$ cat src/rtl/cpu_bus_arbiter.sv
// rtl/cpu_bus_arbiter.sv - single-outstanding fetch/data arbiter for the shared CPU memory bus
// Optional CPU_BUS_ARBITER_ROUND_ROBIN_EN: ties alternate against last grant; otherwise dbus wins ties.
module cpu_bus_arbiter (
    input  logic        i_clock,
    input  logic        i_reset,
    input  logic        i_ibus_request,
    input  logic [31:0] i_ibus_address,
    output logic        o_ibus_ready,
    output logic [31:0] o_ibus_rdata,
    input  logic        i_dbus_request,
    input  logic        i_dbus_rw,
    input  logic [31:0] i_dbus_address,
    input  logic [31:0] i_dbus_wdata,
    output logic        o_dbus_ready,
    output logic [31:0] o_dbus_rdata,
    output logic        o_bus_request,
    output logic        o_bus_rw,
    output logic [31:0] o_bus_address,
    output logic [31:0] o_bus_wdata,
    input  logic        i_bus_ready,
    input  logic [31:0] i_bus_rdata,
    output logic        o_busy
);

    typedef enum logic [1:0] {
        IDLE  = 2'd0,
        GNT_I = 2'd1,
        GNT_D = 2'd2,
        ACK   = 2'd3
    } state_t;

    state_t      state;
    state_t      state_next;
    logic        last_grant_d;
    logic        last_grant_d_next;
    logic        pick_d;
    logic        bus_request_next;
    logic        bus_rw_next;
    logic [31:0] bus_address_next;
    logic [31:0] bus_wdata_next;
    logic        ibus_ready_next;
    logic        dbus_ready_next;
    logic [31:0] ibus_rdata_next;
    logic [31:0] dbus_rdata_next;

    always_comb begin
        pick_d = i_dbus_request;
        if (i_ibus_request && i_dbus_request) begin
`ifdef CPU_BUS_ARBITER_ROUND_ROBIN_EN
            pick_d = !last_grant_d;
`else
            pick_d = 1'b1;
`endif
        end
    end

    always_comb begin
        state_next        = state;
        last_grant_d_next = last_grant_d;
        bus_request_next  = o_bus_request;
        bus_rw_next       = o_bus_rw;
        bus_address_next  = o_bus_address;
        bus_wdata_next    = o_bus_wdata;
        ibus_ready_next   = 1'b0;
        dbus_ready_next   = 1'b0;
        ibus_rdata_next   = o_ibus_rdata;
        dbus_rdata_next   = o_dbus_rdata;
        case (state)
            IDLE: begin
                if (i_ibus_request || i_dbus_request) begin
                    bus_request_next = 1'b1;
                    if (pick_d) begin
                        bus_address_next = i_dbus_address;
                        bus_rw_next      = i_dbus_rw;
                        bus_wdata_next   = i_dbus_wdata;
                        state_next       = GNT_D;
                    end else begin
                        bus_address_next = i_ibus_address;
                        bus_rw_next      = 1'b0;
                        state_next       = GNT_I;
                    end
                end
            end
            GNT_I: begin
                if (i_bus_ready) begin
                    bus_request_next  = 1'b0;
                    ibus_ready_next   = 1'b1;
                    ibus_rdata_next   = i_bus_rdata;
                    last_grant_d_next = 1'b0;
                    state_next        = ACK;
                end
            end
            GNT_D: begin
                if (i_bus_ready) begin
                    bus_request_next  = 1'b0;
                    dbus_ready_next   = 1'b1;
                    if (!o_bus_rw) begin
                        dbus_rdata_next = i_bus_rdata;
                    end
                    last_grant_d_next = 1'b1;
                    state_next        = ACK;
                end
            end
            // Requests are ignored here: the served requester is still dropping its request.
            ACK: begin
                state_next = IDLE;
            end
            default: begin
                state_next = IDLE;
            end
        endcase
    end

    always_ff @(posedge i_clock) begin
        if (i_reset) begin
            state         <= IDLE;
            last_grant_d  <= 1'b0;
            o_bus_request <= 1'b0;
            o_bus_rw      <= 1'b0;
            o_bus_address <= 32'd0;
            o_bus_wdata   <= 32'd0;
            o_ibus_ready  <= 1'b0;
            o_dbus_ready  <= 1'b0;
            o_ibus_rdata  <= 32'd0;
            o_dbus_rdata  <= 32'd0;
        end else begin
            state         <= state_next;
            last_grant_d  <= last_grant_d_next;
            o_bus_request <= bus_request_next;
            o_bus_rw      <= bus_rw_next;
            o_bus_address <= bus_address_next;
            o_bus_wdata   <= bus_wdata_next;
            o_ibus_ready  <= ibus_ready_next;
            o_dbus_ready  <= dbus_ready_next;
            o_ibus_rdata  <= ibus_rdata_next;
            o_dbus_rdata  <= dbus_rdata_next;
        end
    end

    assign o_busy = (state != IDLE);

endmodule

$ cat config.mk
export PLATFORM = sky130hd
export DESIGN_NAME = cpu_bus_arbiter
export DESIGN_NICKNAME = d
export VERILOG_FILES = /design/src/rtl/cpu_bus_arbiter.sv
export SDC_FILE = /design/constraint.sdc
export NUM_CORES = 1
export LEC_CHECK = 0
export ABC_AREA = 1
export ABC_CLOCK_PERIOD_IN_PS = 2100
export BUFFER_PORTS_ARGS = -buffer_cell sky130_fd_sc_hd__buf_2
export CAP_MARGIN = 20
export CORE_ASPECT_RATIO = 0.6
export CORE_MARGIN = 5
export CORE_UTILIZATION = 49
export DETAILED_ROUTE_END_ITERATION = 6
export PLACE_DENSITY = 0.86
export SLEW_MARGIN = 20
export SYNTH_ARGS = -nofsm -noshare
export SYNTH_HDL_FRONTEND = slang
export SYNTH_SLANG_ARGS = --single-unit
$ cat constraint.sdc
create_clock -name i_clock -period 2.1 [get_ports i_clock]
set_input_delay 0.315 -clock i_clock [delete_from_list [all_inputs] [get_ports i_clock]]
set_output_delay 0.315 -clock i_clock [all_outputs]
set_load 0.05 [all_outputs]
* Word level (Yosys, flattened, before mapping)
Cells that the tools add are included.
** Word-level totals
- Bits in registers :: 134
- Bits in latches :: 0
- RAM bits :: 0
- Bits in read-only memories :: 0
- Input bits :: 134
- Output and inout port bits :: 133
- Memories :: 0
** Operators by class
- Add/subtract/negate cells :: 0
- $mul :: 0
- Div/mod/pow operators :: 0
- Magnitude comparators :: 0
- Equal/unequal tests :: 5
- Shift-type cells :: 0
- Muxes and demuxes :: 11
- Bitwise gates (word level) :: 3
- Reduce and logical (&&, ||, !) cells :: 14
** Operator list (count)
- $mux W32 :: 1
- $reduce_and A3 Y1 :: 3
- $mux W2 :: 3
- $pmux W2 S3 :: 1
- $reduce_and A2 Y1 :: 3
- $reduce_or A2 Y1 :: 3
- $mux W1 :: 5
- $eq A2 B2 Y1 const B :: 2
- $reduce_bool A2 Y1 :: 2
- $not A1 Y1 :: 3
- $eq A2 B1 Y1 const B :: 1
- $logic_not A2 Y1 :: 1
- $ne A2 B1 Y1 const B :: 1
- $ne A2 B2 Y1 const B :: 1
- $pmux W1 S2 :: 1
- $logic_and A1 B1 Y1 :: 1
- $logic_or A1 B1 Y1 :: 1

* Depth between registers and ports, before layout
- Depth after elaboration :: 5
- Gate-level depth with buffers :: 8

* Worst setup path before layout
No wires, ideal clock.
- Path kind :: reg2reg
- Start point :: register state[0]
- End point :: register o_bus_address[11]
- Setup time :: 116 ps
- Arrival time :: 1517 ps
- Data required time :: 1984 ps
- Setup slack :: 467 ps
- Cell stages (with the launch flop) :: 8
- Path buffers :: 1
- Period minus slack after synthesis :: 1633 ps
- Cells stage by stage :: dfxtp_1 inv_1 ha_1 inv_1 nor2_8 buf_4 o21ai_0 nor2_1
** On the way
- Cells in the longest elaborated chain, start to end :: 2
** RTL lines
- from (decl) :: RTL line 32 : state_t state;
- from (signal assigned) :: RTL line 127 : state <= state_next;
- $logic_not A2 Y1 :: RTL line 68 : case (state)
- $reduce_and A2 Y1 (no source line)
- to (signal assigned) :: RTL line 131 : o_bus_address <= bus_address_next;
- to (decl) :: RTL line 18 : output logic [31:0] o_bus_address,
No other way between the ends.
A chain may end at the register's enable or synchronous reset.

* Worst setup path after layout
- Start point :: register state[0]
- End point :: output port o_busy
** On the way
- Cells in the longest elaborated chain, start to end :: 1
** RTL lines
- $reduce_bool A2 Y1 :: RTL line 140 : assign o_busy = (state != IDLE);
- to (decl) :: RTL line 22 : output logic o_busy
No other way between the ends.

==> run metrics <==
combinational power share 43.9%; Critical Path AT 1.61 ns; met2 Track Usage GR 36.1%; Worst Hold Class in -> reg; cells after synthesis 704; post-cts sizing count 0; vias in the first global route 4653; Core Area 10500 µm²; Initial Util 49.6%; largest family of logic cells by synthesized area simple AND/OR/NAND/NOR gates; GRT Total Usage 21.2%; largest net degree at the start of global routing 75; worst slew pin tran 1.06 ns; CTS tree built; setup ws final 0.177 ns; Die Span Y 89.7 µm; first-pass GRT wire length 22.2 mm; Sw Ratio 46.7%; Max Root-Sink Buffers 2; post-DP HPWL 10.6 mm; DRT Wirelength 14.4 mm; complex-gate fraction of the synthesized area 15.7%; Cell Area, Synth 5180 µm²; insertion delay to the later sink of the worst-skew pair 0.40 ns; worst-path fanout max 4; ANT nets after route 0; switching pwr 0.00536 W; Final Non-Filler Cells 1104; period utilization 91.6%; final hold violation count 0; Yosys cell types 19; routed length per instance 13.1 µm; setup violators final 0; CP Launch Type flip-flop; Initial DRC Count 240; Die ar. 12800 µm²; post-synthesis xor/xnor area fraction 0%; Avg Cell Area, Syn 7.36 µm²; routed via count 5183; PortBufs 266; Fin Setup TNS 0 ns; GR Util met3 7.35%; Root Buffer clkbuf_16; Leakage 3.74 nW; total chip power 0.0115 W; PwrDens 1620 nW/µm²; initial antenna violation count 0; simple-gate area share of the yosys netlist 23.7%; Yosys reg bits 134; adder-cell area share of the yosys netlist 0.966%; htree depth 4; Synthesized Nets 842; Placed Cells 1072; post-synthesis mux area share 0%; WHS 0.153 ns; clock sinks 134; CTS Hold Bufs 0; num ports 267; Top Usage Layer GRT met2; critical path type reg -> out; Setup Buffers After CTS 0; Die W 143 µm; commonest non-fill, non-tap cell in the layout buf_2; Worst-path clk slew 0.06 ns; Data required, critical path 1.78 ns; min Tclk post-route 1.92 ns; layout cells sized above 1 32.3%; pre-CTS WS 0.404 ns; DR vias/cell 4.69; Rel. slew slack 29.4%; Max Cap Violations 0; met1 Resource Use GR 26.5%; fmax 0.520 GHz; Inserted Clock Buffers 17; Pins Over Slew Limit 0; RSZ-0062 raised after global routing false; share of the yosys chip area belonging to registers 51.8%; Synth-to-Final Area Change 36.8%; Crit. End Element output port; Power Internal 0.00611 W; YS warnings 0; Rows 29; most frequent cells in the layout 266 x buf_2, 261 x nor2_1, 149 x o21ai_0, 134 x dfxtp_1, 46 x nand2_1; Pre-Repair DR Iteration Count 5; GPL Wtd Cong 0.786; ANT cells 0; status completed; Layout Nets 1090; Remaining DRCs 0; Fin Clk Skew 0.0126 ns; VDD IR-drop max 0.000832 V; Clock Power Share 25.0%; grt ovf 0; sequential share of power 31.1%
## critical path: stages (launching register included)
cell,delay (ns)
dfxtp_1,0.36
inv_1,0.09
ha_1,0.24
inv_1,0.20
buf_2,0.32
## power by group through the flow
stage	Sequential [W]	Combinational (W)	Clock, W
global placement	0.00359	0.00498	0
global route	0.00365	0.00542	0.00303
floorplan	0.00593	0.00163	0
CTS	0.00357	0.00507	0.00292
detailed placement	0.00361	0.00505	0
finish	0.00357	0.00503	0.00287
## stage by stage
step,area (µm²),util [%]
floorplan,5180,-
global placement,6510,62.3
detailed placement,6510,62.3
CTS,7090,67.8
global route,7090,67.8
finish,7090,67.8
## path summary, 6_finish.rpt
check,startpoint,to,slack (ns),cells past startpoint
worst max-delay path,state[0],o_busy,0.18,4
worst max register to register,state[1],o_ibus_rdata[31],0.40,6
worst min-delay path,i_bus_rdata[4],o_dbus_rdata[4],0.15,3
worst min register to register,o_ibus_rdata[13],o_ibus_rdata[13],0.48,2
## flip-flops by register name, indices dropped and copies added, names as in the netlist
name,cells
o_dbus_ready,1
o_bus_rw,1
o_ibus_rdata,32
o_bus_wdata,32
state,2
o_bus_request,1
o_bus_address,32
o_ibus_ready,1
o_dbus_rdata,32
## metal layers
layer / part of all wire [%] / up-vias / routed length (µm)
met5: 0 / - / 0
met4: 0.43 / 0 / 62
met3: 9.3 / 4 / 1340
met2: 48 / 190 / 6980
met1: 42 / 2274 / 6050
li1: - / 2715 / -
## final cells by class
cell class,count,area [µm²]
multi-input cells,481,2090
well taps,139,174
flip-flops and latches,134,2680
fillers,916,3360
repair buffers,274,1390
inverters,44,168
clock buffers,18,429
clock inverters,14,153
## synth_stat cells (all sizes together)
| master | n | area (µm²) |
|---|---|---|
| a21oi | 2 | 10.0 |
| buf | 20 | 146 |
| clkbuf | 25 | 93.8 |
| dfxtp | 134 | 2680 |
| ha | 4 | 50.1 |
| inv | 44 | 168 |
| nand2 | 47 | 179 |
| nand3 | 2 | 10.0 |
| nand4 | 1 | 6.26 |
| nor2 | 264 | 1030 |
| o21ai | 161 | 806 |
## cells by family (layout without fill, tap and decap cells)
| group | count (synthesis) | after routing |
|---|---|---|
| adder cells (fa/ha/maj) | 4 | 4 |
| AO/OA/AOI/OAI | 163 | 163 |
| flip-flops | 134 | 134 |
| AND/OR/NAND/NOR | 314 | 314 |
| buffers and inverters | 89 | 350 |
Power figures use the tool's default switching activity.
